## src/rtl/reg8_loader.sv

```systemverilog
// reg8_loader: write sequencer for an 8x8 register file.
// Takes a byte stream over a valid/ready handshake and writes the bytes to
// consecutive registers starting at a base index. The register pointer wraps
// modulo NREG. Reports busy, a one-cycle done pulse and a sticky error flag.
//
// Optional feature macro: LOADER_VERIFY_EN
//   When defined, a VERIFY state reads the loaded registers back through
//   rsel/q and compares their XOR checksum with the checksum of the bytes
//   that were written. A mismatch sets err.
//   When undefined, there is no read-back: rsel is tied to 0 and q is unused.
//
// Ports
//   clk       clock
//   clr       synchronous active-high reset; aborts any load in progress
//   start     start a load; sampled only when idle
//   base      first register index
//   len       number of bytes to load (0..NREG); values above NREG set err
//   in_valid  in_data is valid
//   in_data   byte to write
//   in_ready  loader accepts in_data this cycle (high in LOAD)
//   wsel      register-file write select
//   en        register-file write enable (in_valid & in_ready)
//   d         register-file write data
//   rsel      register-file read select (non-zero only during VERIFY)
//   q         register-file read data, combinational from rsel
//   busy      high in every state except IDLE
//   done      one-cycle pulse when a load completes
//   err       error flag; held until the next accepted start
module reg8_loader #(
    parameter  int unsigned DATA_W = 8,
    parameter  int unsigned NREG   = 8,
    parameter  int unsigned SEL_W  = 4,
    localparam int unsigned PTR_W  = $clog2(NREG),
    localparam int unsigned CNT_W  = $clog2(NREG + 1)
) (
    input  logic              clk,
    input  logic              clr,
    input  logic              start,
    input  logic [PTR_W-1:0]  base,
    input  logic [CNT_W-1:0]  len,
    input  logic              in_valid,
    input  logic [DATA_W-1:0] in_data,
    output logic              in_ready,
    output logic [SEL_W-1:0]  wsel,
    output logic              en,
    output logic [DATA_W-1:0] d,
    output logic [SEL_W-1:0]  rsel,
    input  logic [DATA_W-1:0] q,
    output logic              busy,
    output logic              done,
    output logic              err
);

`ifdef LOADER_VERIFY_EN
    typedef enum logic [1:0] {
        S_IDLE   = 2'd0,
        S_LOAD   = 2'd1,
        S_VERIFY = 2'd2,
        S_DONE   = 2'd3
    } state_e;
`else
    typedef enum logic [1:0] {
        S_IDLE = 2'd0,
        S_LOAD = 2'd1,
        S_DONE = 2'd3
    } state_e;
`endif

    // Pointer increment with explicit wrap so non-power-of-two NREG also works.
    function automatic logic [PTR_W-1:0] ptr_inc(input logic [PTR_W-1:0] p);
        if (p == PTR_W'(NREG - 1)) begin
            return '0;
        end
        return p + PTR_W'(1);
    endfunction

    state_e             state_q, state_d;
    logic [PTR_W-1:0]   ptr_q,   ptr_d;
    logic [CNT_W-1:0]   cnt_q,   cnt_d;
    logic               err_q,   err_d;

`ifdef LOADER_VERIFY_EN
    logic [DATA_W-1:0]  chk_q,   chk_d;
    logic [PTR_W-1:0]   rptr_q,  rptr_d;
    logic [CNT_W-1:0]   rcnt_q,  rcnt_d;
    logic [DATA_W-1:0]  acc_q,   acc_d;
`endif

    // Next-state and datapath update.
    always_comb begin
        state_d = state_q;
        ptr_d   = ptr_q;
        cnt_d   = cnt_q;
        err_d   = err_q;
`ifdef LOADER_VERIFY_EN
        chk_d   = chk_q;
        rptr_d  = rptr_q;
        rcnt_d  = rcnt_q;
        acc_d   = acc_q;
`endif

        case (state_q)
            S_IDLE: begin
                if (start) begin
                    ptr_d = base;
                    cnt_d = len;
                    err_d = 1'b0;
`ifdef LOADER_VERIFY_EN
                    // Read-back bookkeeping is armed here and left untouched through LOAD.
                    chk_d  = '0;
                    rptr_d = base;
                    rcnt_d = len;
                    acc_d  = '0;
`endif
                    if (len == '0) begin
                        state_d = S_DONE;
                    end else if (len > CNT_W'(NREG)) begin
                        err_d   = 1'b1;
                        state_d = S_DONE;
                    end else begin
                        state_d = S_LOAD;
                    end
                end
            end

            S_LOAD: begin
                // in_ready is high throughout LOAD, so in_valid alone means accept.
                if (in_valid) begin
                    ptr_d = ptr_inc(ptr_q);
                    cnt_d = cnt_q - CNT_W'(1);
`ifdef LOADER_VERIFY_EN
                    chk_d = chk_q ^ in_data;
                    if (cnt_q == CNT_W'(1)) begin
                        state_d = S_VERIFY;
                    end
`else
                    if (cnt_q == CNT_W'(1)) begin
                        state_d = S_DONE;
                    end
`endif
                end
            end

`ifdef LOADER_VERIFY_EN
            S_VERIFY: begin
                acc_d  = acc_q ^ q;
                rptr_d = ptr_inc(rptr_q);
                rcnt_d = rcnt_q - CNT_W'(1);
                if (rcnt_q == CNT_W'(1)) begin
                    err_d   = ((acc_q ^ q) != chk_q);
                    state_d = S_DONE;
                end
            end
`endif

            S_DONE: begin
                state_d = S_IDLE;
            end

            default: begin
                state_d = S_IDLE;
            end
        endcase
    end

    // State and datapath registers.
    always_ff @(posedge clk) begin
        if (clr) begin
            state_q <= S_IDLE;
            ptr_q   <= '0;
            cnt_q   <= '0;
            err_q   <= 1'b0;
`ifdef LOADER_VERIFY_EN
            chk_q   <= '0;
            rptr_q  <= '0;
            rcnt_q  <= '0;
            acc_q   <= '0;
`endif
        end else begin
            state_q <= state_d;
            ptr_q   <= ptr_d;
            cnt_q   <= cnt_d;
            err_q   <= err_d;
`ifdef LOADER_VERIFY_EN
            chk_q   <= chk_d;
            rptr_q  <= rptr_d;
            rcnt_q  <= rcnt_d;
            acc_q   <= acc_d;
`endif
        end
    end

    // Status outputs decoded from the state register.
    assign busy = (state_q != S_IDLE);
    assign done = (state_q == S_DONE);
    assign err  = err_q;

    // Write port: zero-latency pass-through of the accepted byte.
    assign in_ready = (state_q == S_LOAD);
    assign en       = in_ready & in_valid;
    assign wsel     = in_ready ? SEL_W'(ptr_q) : '0;
    assign d        = in_ready ? in_data : '0;

    // Read port: active only during read-back.
`ifdef LOADER_VERIFY_EN
    assign rsel = (state_q == S_VERIFY) ? SEL_W'(rptr_q) : '0;
`else
    logic unused_q_c;
    assign rsel       = '0;
    assign unused_q_c = ^q;
`endif

endmodule

```

## config.mk

```make
export PLATFORM = sky130hd
export DESIGN_NAME = reg8_loader
export DESIGN_NICKNAME = d
export VERILOG_FILES = /design/src/rtl/reg8_loader.sv
export SDC_FILE = /design/constraint.sdc
export NUM_CORES = 1
export LEC_CHECK = 0
export ABC_AREA = 1
export BUFFER_PORTS_ARGS = -buffer_cell sky130_fd_sc_hd__clkbuf_2
export CAP_MARGIN = 20
export CORE_AREA = 2 2 45 47
export CTS_BUF_LIST = sky130_fd_sc_hd__clkbuf_4 sky130_fd_sc_hd__clkbuf_8 sky130_fd_sc_hd__clkbuf_16
export DETAILED_ROUTE_END_ITERATION = 12
export DIE_AREA = 0 0 47 49
export PLACE_DENSITY_LB_ADDON = 0.15
export RECOVER_POWER = 25
export SETUP_SLACK_MARGIN = 0.02
export SLEW_MARGIN = 15
export SYNTH_ARGS = -nofsm -noshare
export SYNTH_HDL_FRONTEND = slang
export SYNTH_SLANG_ARGS = --single-unit
```

## constraint.sdc

```tcl
create_clock -name clk -period 2.8 [get_ports clk]
set_input_delay 0.56 -clock clk [delete_from_list [all_inputs] [get_ports clk]]
set_output_delay 0.56 -clock clk [all_outputs]
set_load 0.005 [all_outputs]
```

# == After elaboration in Yosys (flattened, before gate mapping) ==
# Cells that the tools add are included.
# op_classes
n_addsub,2
order_cmp,1
n_eq_ne,7
mux,21
bitwise_logic,1
reduce_logical,7
# ops
operator,n
$mux W3,5
$mux W2,5
$mux W4,2
$mux W8,1
$pmux W4 S2,1
$pmux W3 S2,1
$reduce_and A3 Y1,2
$mux W1,5
$eq A4 B1 Y1 const B,1
$gt A4 B4 Y1 const B,1
$logic_not A4 Y1,1
$ne A2 B2 Y1 const B,2
$pmux W2 S2,1
$reduce_bool A2 Y1,2
$sub A4 B1 Y4 const B,1
$add A3 B1 Y3 const B,1
$eq A3 B3 Y1 const B,1
$eq A2 B1 Y1 const B,1
$eq A2 B2 Y1 const B,1
$logic_not A2 Y1,1
$ne A2 B1 Y1 const B,1
$reduce_and A2 Y1,1
$and A1 B1 Y1,1
# totals
ff_bits,10
in_bits,27
output_inout_bits,21
wordCells,43

# == Longest topological paths before layout ==
# logic_depth
ltp_word,7
depth_mapped,7
ltp_nobuf,7

# == Worst setup path after synthesis ==
# No wires, ideal clock.
# synth_path
kind,reg2out
from,register state_q[0]
to,output port d[0]
arrival_ns,0.918
required_ns,2.240
setup_slack_ns,1.322
stages_incl_launch_ff,5
n_path_buf,2
path_cell_list,dfxtp_1 > nand2_2 > buf_6 > buf_2 > nor2_1
# synth_between
elab_chain_cells,2
# synth_lines
item,line,rtl
"start, declared",77,"state_e state_q, state_d;"
"start signal, assigned",180,state_q <= state_d;
$eq A2 B1 Y1,199,assign in_ready = (state_q == S_LOAD);
$mux W8,202,assign d = in_ready ? in_data : '0;
"end, declared",46,"output logic [DATA_W-1:0] d,"
# No other way between the ends.

# == Worst setup path after layout ==
# layout_path
from,register state_q[1]
to,output port d[3]
# The elaborated chain is that of the path after synthesis.

==> report_table.html <==
<table>
<tr><th>Metric</th><th>Value</th></tr>
<tr><th colspan="2">Outcome</th></tr>
<tr><td>Status</td><td>finished clean</td></tr>
<tr><th colspan="2">Timing</th></tr>
<tr><td>Number of failing setup endpoints in the final timing report</td><td>0</td></tr>
<tr><td>Transition time of the tightest slew-check pin</td><td>0.559 ns</td></tr>
<tr><td>Number of max-slew violations in the final report</td><td>0</td></tr>
<tr><td>Final critical path time including I/O delays and setup</td><td>1.99 ns</td></tr>
<tr><td>Clock skew</td><td>0.00112 ns</td></tr>
<tr><td>RSZ-0062 raised after global routing</td><td>no</td></tr>
<tr><td>Share of the cycle needed by the critical path after routing</td><td>71.2%</td></tr>
<tr><td>Worst hold margin</td><td>around 0.47 ns</td></tr>
<tr><td>Total Negative Setup Slacks</td><td>0 ns</td></tr>
<tr><td>Timing-limited maximum frequency</td><td>502 MHz</td></tr>
<tr><td>Max-slew headroom</td><td>between 60% and 70%</td></tr>
<tr><td>Total count of hold-check failures in the final report</td><td>0</td></tr>
<tr><th colspan="2">CTS</th></tr>
<tr><td>Post-CTS repair timing setup buffer count</td><td>0</td></tr>
<tr><td>Clk pin slew, worst setup/hold paths</td><td>about 0.06 ns</td></tr>
<tr><td>Library cell used as clock root buffer</td><td>sky130_fd_sc_hd__clkbuf_4</td></tr>
<tr><td>Clock buffer count from CTS</td><td>3</td></tr>
<tr><td>Clock latency at the later pin of the worst-skew pair</td><td>0.26 ns</td></tr>
<tr><td>Count of hold buffers inserted by post-cts repair</td><td>0</td></tr>
<tr><td>Clock Sinks</td><td>10</td></tr>
<tr><td>Clock tree from TritonCTS</td><td>done</td></tr>
<tr><td>Max Buffers Root-to-Sink</td><td>2</td></tr>
<tr><td>Quantity of gates resized following cts</td><td>0</td></tr>
<tr><td>CTS H-tree lvls</td><td>1</td></tr>
<tr><th colspan="2">Floorplanning</th></tr>
<tr><td>Initial core utilization</td><td>41.6%</td></tr>
<tr><td>Overall die area</td><td>around 2300 sq um</td></tr>
<tr><td>Die X</td><td>47 um</td></tr>
<tr><td>Core Box Area</td><td>1840 sq um</td></tr>
<tr><td>Vert. Die Dim</td><td>49 um</td></tr>
<tr><td>Row Count</td><td>16</td></tr>
<tr><td>Ports placed on the boundary</td><td>48</td></tr>
<tr><th colspan="2">Placement</th></tr>
<tr><td>Instance area at placement</td><td>a little over 900 sq um</td></tr>
<tr><td>HPWL after detailed placement</td><td>~1300 um</td></tr>
<tr><td>GPL Wtd Cong</td><td>0.750</td></tr>
<tr><td>Number of port buffers</td><td>34</td></tr>
<tr><th colspan="2">Power</th></tr>
<tr><td>Total power density per cell area</td><td>roughly 440 nW/um^2</td></tr>
<tr><td>Post-layout total power</td><td>408 uW</td></tr>
<tr><td>Maximum ir drop on the vdd rail</td><td>0.000236 V</td></tr>
<tr><td>Lkg Pwr</td><td>0.558 nW</td></tr>
<tr><th colspan="2">Critical path</th></tr>
<tr><td>Type of origin of the critical path</td><td>flop</td></tr>
<tr><td>Kind of capture point of the worst setup path</td><td>output port</td></tr>
<tr><td>Number of buffers and inverters on the critical path</td><td>2</td></tr>
<tr><td>Largest delay share family, worst path</td><td>simple AND/OR/NAND/NOR gates</td></tr>
<tr><td>Arrival time at the worst endpoint</td><td>1.43 ns</td></tr>
<tr><td>Largest stage delay, worst path</td><td>0.43 ns</td></tr>
<tr><td>Standard cell with the maximum stage delay on the critical path</td><td>sky130_fd_sc_hd__dfxtp_1</td></tr>
<tr><td>Cell breakdown of the critical path</td><td>inv_1, nand2_1, nor2_1, clkbuf_2</td></tr>
<tr><td>Worst Path Class, Setup</td><td>flop to output port</td></tr>
<tr><td>Reg2reg end</td><td>state_q[1]</td></tr>
<tr><td>R2R depth</td><td>4</td></tr>
<tr><td>Worst Path Max Fanout</td><td>20</td></tr>
<tr><td>Source of the worst register-to-register timing path</td><td>state_q[0]</td></tr>
<tr><td>Reg2reg setup slack</td><td>1.39 ns</td></tr>
<tr><td>Worst endpoint required time</td><td>approximately 2.2 ns</td></tr>
<tr><th colspan="2">Yosys</th></tr>
<tr><td>Avg Inst Size Synth</td><td>6.43 sq um</td></tr>
<tr><td>Share of the synthesized area in the top cell type</td><td>26.1%</td></tr>
<tr><td>Gate Count Post-Synth</td><td>119</td></tr>
<tr><td>Top cells by area in the synthesized netlist</td><td>sky130_fd_sc_hd__dfxtp_1, sky130_fd_sc_hd__inv_1, sky130_fd_sc_hd__nor2_1, sky130_fd_sc_hd__nand2_1, sky130_fd_sc_hd__ha_1</td></tr>
<tr><td>Cell type contributing the most total cell area after synthesis</td><td>sky130_fd_sc_hd__dfxtp_1</td></tr>
<tr><td>Number of distinct library cells after synthesis</td><td>24</td></tr>
<tr><td>Synthesized cell area</td><td>766 sq um</td></tr>
<tr><td>Total of flip-flops plus latches after synthesis</td><td>10</td></tr>
<tr><td>Number of warnings reported in the yosys synthesis log</td><td>0</td></tr>
<tr><td>Portion of the post-synthesis area used by sequential elements</td><td>about a quarter</td></tr>
<tr><th colspan="2">Final layout</th></tr>
<tr><td>Filler instances</td><td>202</td></tr>
<tr><td>Share of layout cells above drive strength 1</td><td>~31%</td></tr>
<tr><td>Final design instance area without fill</td><td>roughly 900 sq um</td></tr>
<tr><td>Synth-to-layout area growth</td><td>20.8%</td></tr>
<tr><td>Final layout net count</td><td>186</td></tr>
<tr><td>Antenna fix cells</td><td>0</td></tr>
<tr><td>Final design utilization</td><td>50.2%</td></tr>
<tr><th colspan="2">Min path</th></tr>
<tr><td>Min-delay worst type</td><td>flop to flop</td></tr>
<tr><td>Depth of the worst hold-timing path</td><td>2</td></tr>
<tr><td>Hold path endpoint</td><td>ptr_q[2]</td></tr>
<tr><td>Source of the worst hold timing path</td><td>ptr_q[2]</td></tr>
<tr><th colspan="2">Routing</th></tr>
<tr><td>Via Count</td><td>772</td></tr>
<tr><td>Antenna-violating nets left</td><td>0</td></tr>
<tr><td>Routed WL</td><td>1570 um</td></tr>
<tr><td>Via-to-Cell Ratio</td><td>4.29</td></tr>
<tr><td>Routed wirelength normalized by instance count</td><td>8.73 um</td></tr>
<tr><td>Initial DRC Count</td><td>7</td></tr>
<tr><td>Drt pass-1 iters</td><td>4</td></tr>
<tr><td>Remaining routing DRC violations</td><td>0</td></tr>
<tr><th colspan="2">GRT</th></tr>
<tr><td>Number of antenna violations at the first check in global routing</td><td>0</td></tr>
<tr><td>Global-route wire length before repair</td><td>~2600 um</td></tr>
<tr><td>Overflow left after global routing</td><td>0</td></tr>
<tr><td>Vias in the first global route</td><td>roughly 650</td></tr>
<tr><td>Pin count of the biggest net entering global routing</td><td>21</td></tr>
<tr><td>Combined global-route utilization of all metal layers</td><td>between 10% and 20%</td></tr>
<tr><th colspan="2">Flow run</th></tr>
<tr><td>Max cap viols</td><td>0</td></tr>
</table>
worst reg2reg max path, delay by kind of cell (launching register included):
kind	cells	cell delay, ns
and+or+nand+nor	2	0.46
DFF	1	0.45
AOI/OAI and AO/OA	2	0.45
cells by family (layout without fill, tap and decap cells):
group	count (synthesis)	after routing	share of synthesized area (%)
AO/OA/AOI/OAI	15	15	12.3
AND/OR/NAND/NOR	56	56	33.8
adder cells (fa/ha/maj)	4	4	6.54
buffers and inverters	32	62	19.6
flip-flops	10	10	26.1
other	1	5	0.490
XOR/XNOR	1	1	1.14
registers in the layout, summed over array words and instances, names as in the netlist:
register	cells
cnt_q	4
err	1
ptr_q	3
state_q	2
final cells by class:
class	instances	area [sq um]	share of cell area (%)
clock buffers	3	22.5	2.44
inverters	25	96.3	10.4
multi-input cells	81	402	43.4
flip-flops and latches	10	200	21.7
well taps	27	33.8	3.65
repair buffers	34	170	18.4
synthesized netlist by cell type, drive strengths merged:
library cell  count
nand3             7
xnor2             1
nor2             24
o21ai             7
ha                4
nand2            24
buf               7
or2               1
dfxtp            10
a21oi             8
conb              1
inv              25
routing by layer:
| metal | global-route usage [%] | share of wire, % |
|---|---|---|
| met5 | 0 | 0 |
| met4 | 6.94 | 0 |
| met3 | 4.44 | 6.0 |
| met2 | 26.0 | 49 |
| met1 | 17.2 | 45 |
worst max-delay path by stage:
stage	start	end	slack, ns	cells after the start
after floorplan	state_q[0]	d[0]	1.32	4
after global placement	state_q[0]	wsel[1]	1.21	3
after detailed placement	state_q[0]	d[3]	1.20	3
final	state_q[1]	d[3]	0.81	4
after global routing	state_q[0]	d[1]	0.64	3
after CTS	state_q[0]	d[3]	0.92	3
cells in the final DEF, fill, tap and decap left out, types with 2 or more instances in the layout:
cell | netlist | routed
sky130_fd_sc_hd__a21oi_1 | 5 | 6
sky130_fd_sc_hd__a21oi_2 | 2 | 2
sky130_fd_sc_hd__clkbuf_2 | 0 | 34
sky130_fd_sc_hd__clkbuf_4 | 0 | 3
sky130_fd_sc_hd__conb_1 | 1 | 5
sky130_fd_sc_hd__dfxtp_1 | 10 | 10
sky130_fd_sc_hd__ha_1 | 4 | 4
sky130_fd_sc_hd__inv_1 | 22 | 23
sky130_fd_sc_hd__nand2_1 | 19 | 22
sky130_fd_sc_hd__nand2_2 | 3 | 2
sky130_fd_sc_hd__nand3_1 | 6 | 6
sky130_fd_sc_hd__nor2_1 | 22 | 22
sky130_fd_sc_hd__o21ai_0 | 5 | 6
power by group:
group	internal [mW]	switching [mW]	leakage [nW]
combinational	0.0573	0.0797	0.462
sequential	0.159	0.0160	0.0828
clock	0.0496	0.0462	0.0138
total	0.266	0.142	0.558
per-stage QoR:
| stage | instances | setup slack, ns |
|---|---|---|
| 6_report | 180 | 0.806 |
| 3_5_place_dp | 177 | 1.20 |
| 3_3_place_gp | 177 | 1.21 |
| 5_1_grt | 180 | 0.639 |
| 2_1_floorplan | 123 | 1.32 |
| 4_1_cts | 180 | 0.920 |
No activity file was read; power rests on OpenSTA's default activity.
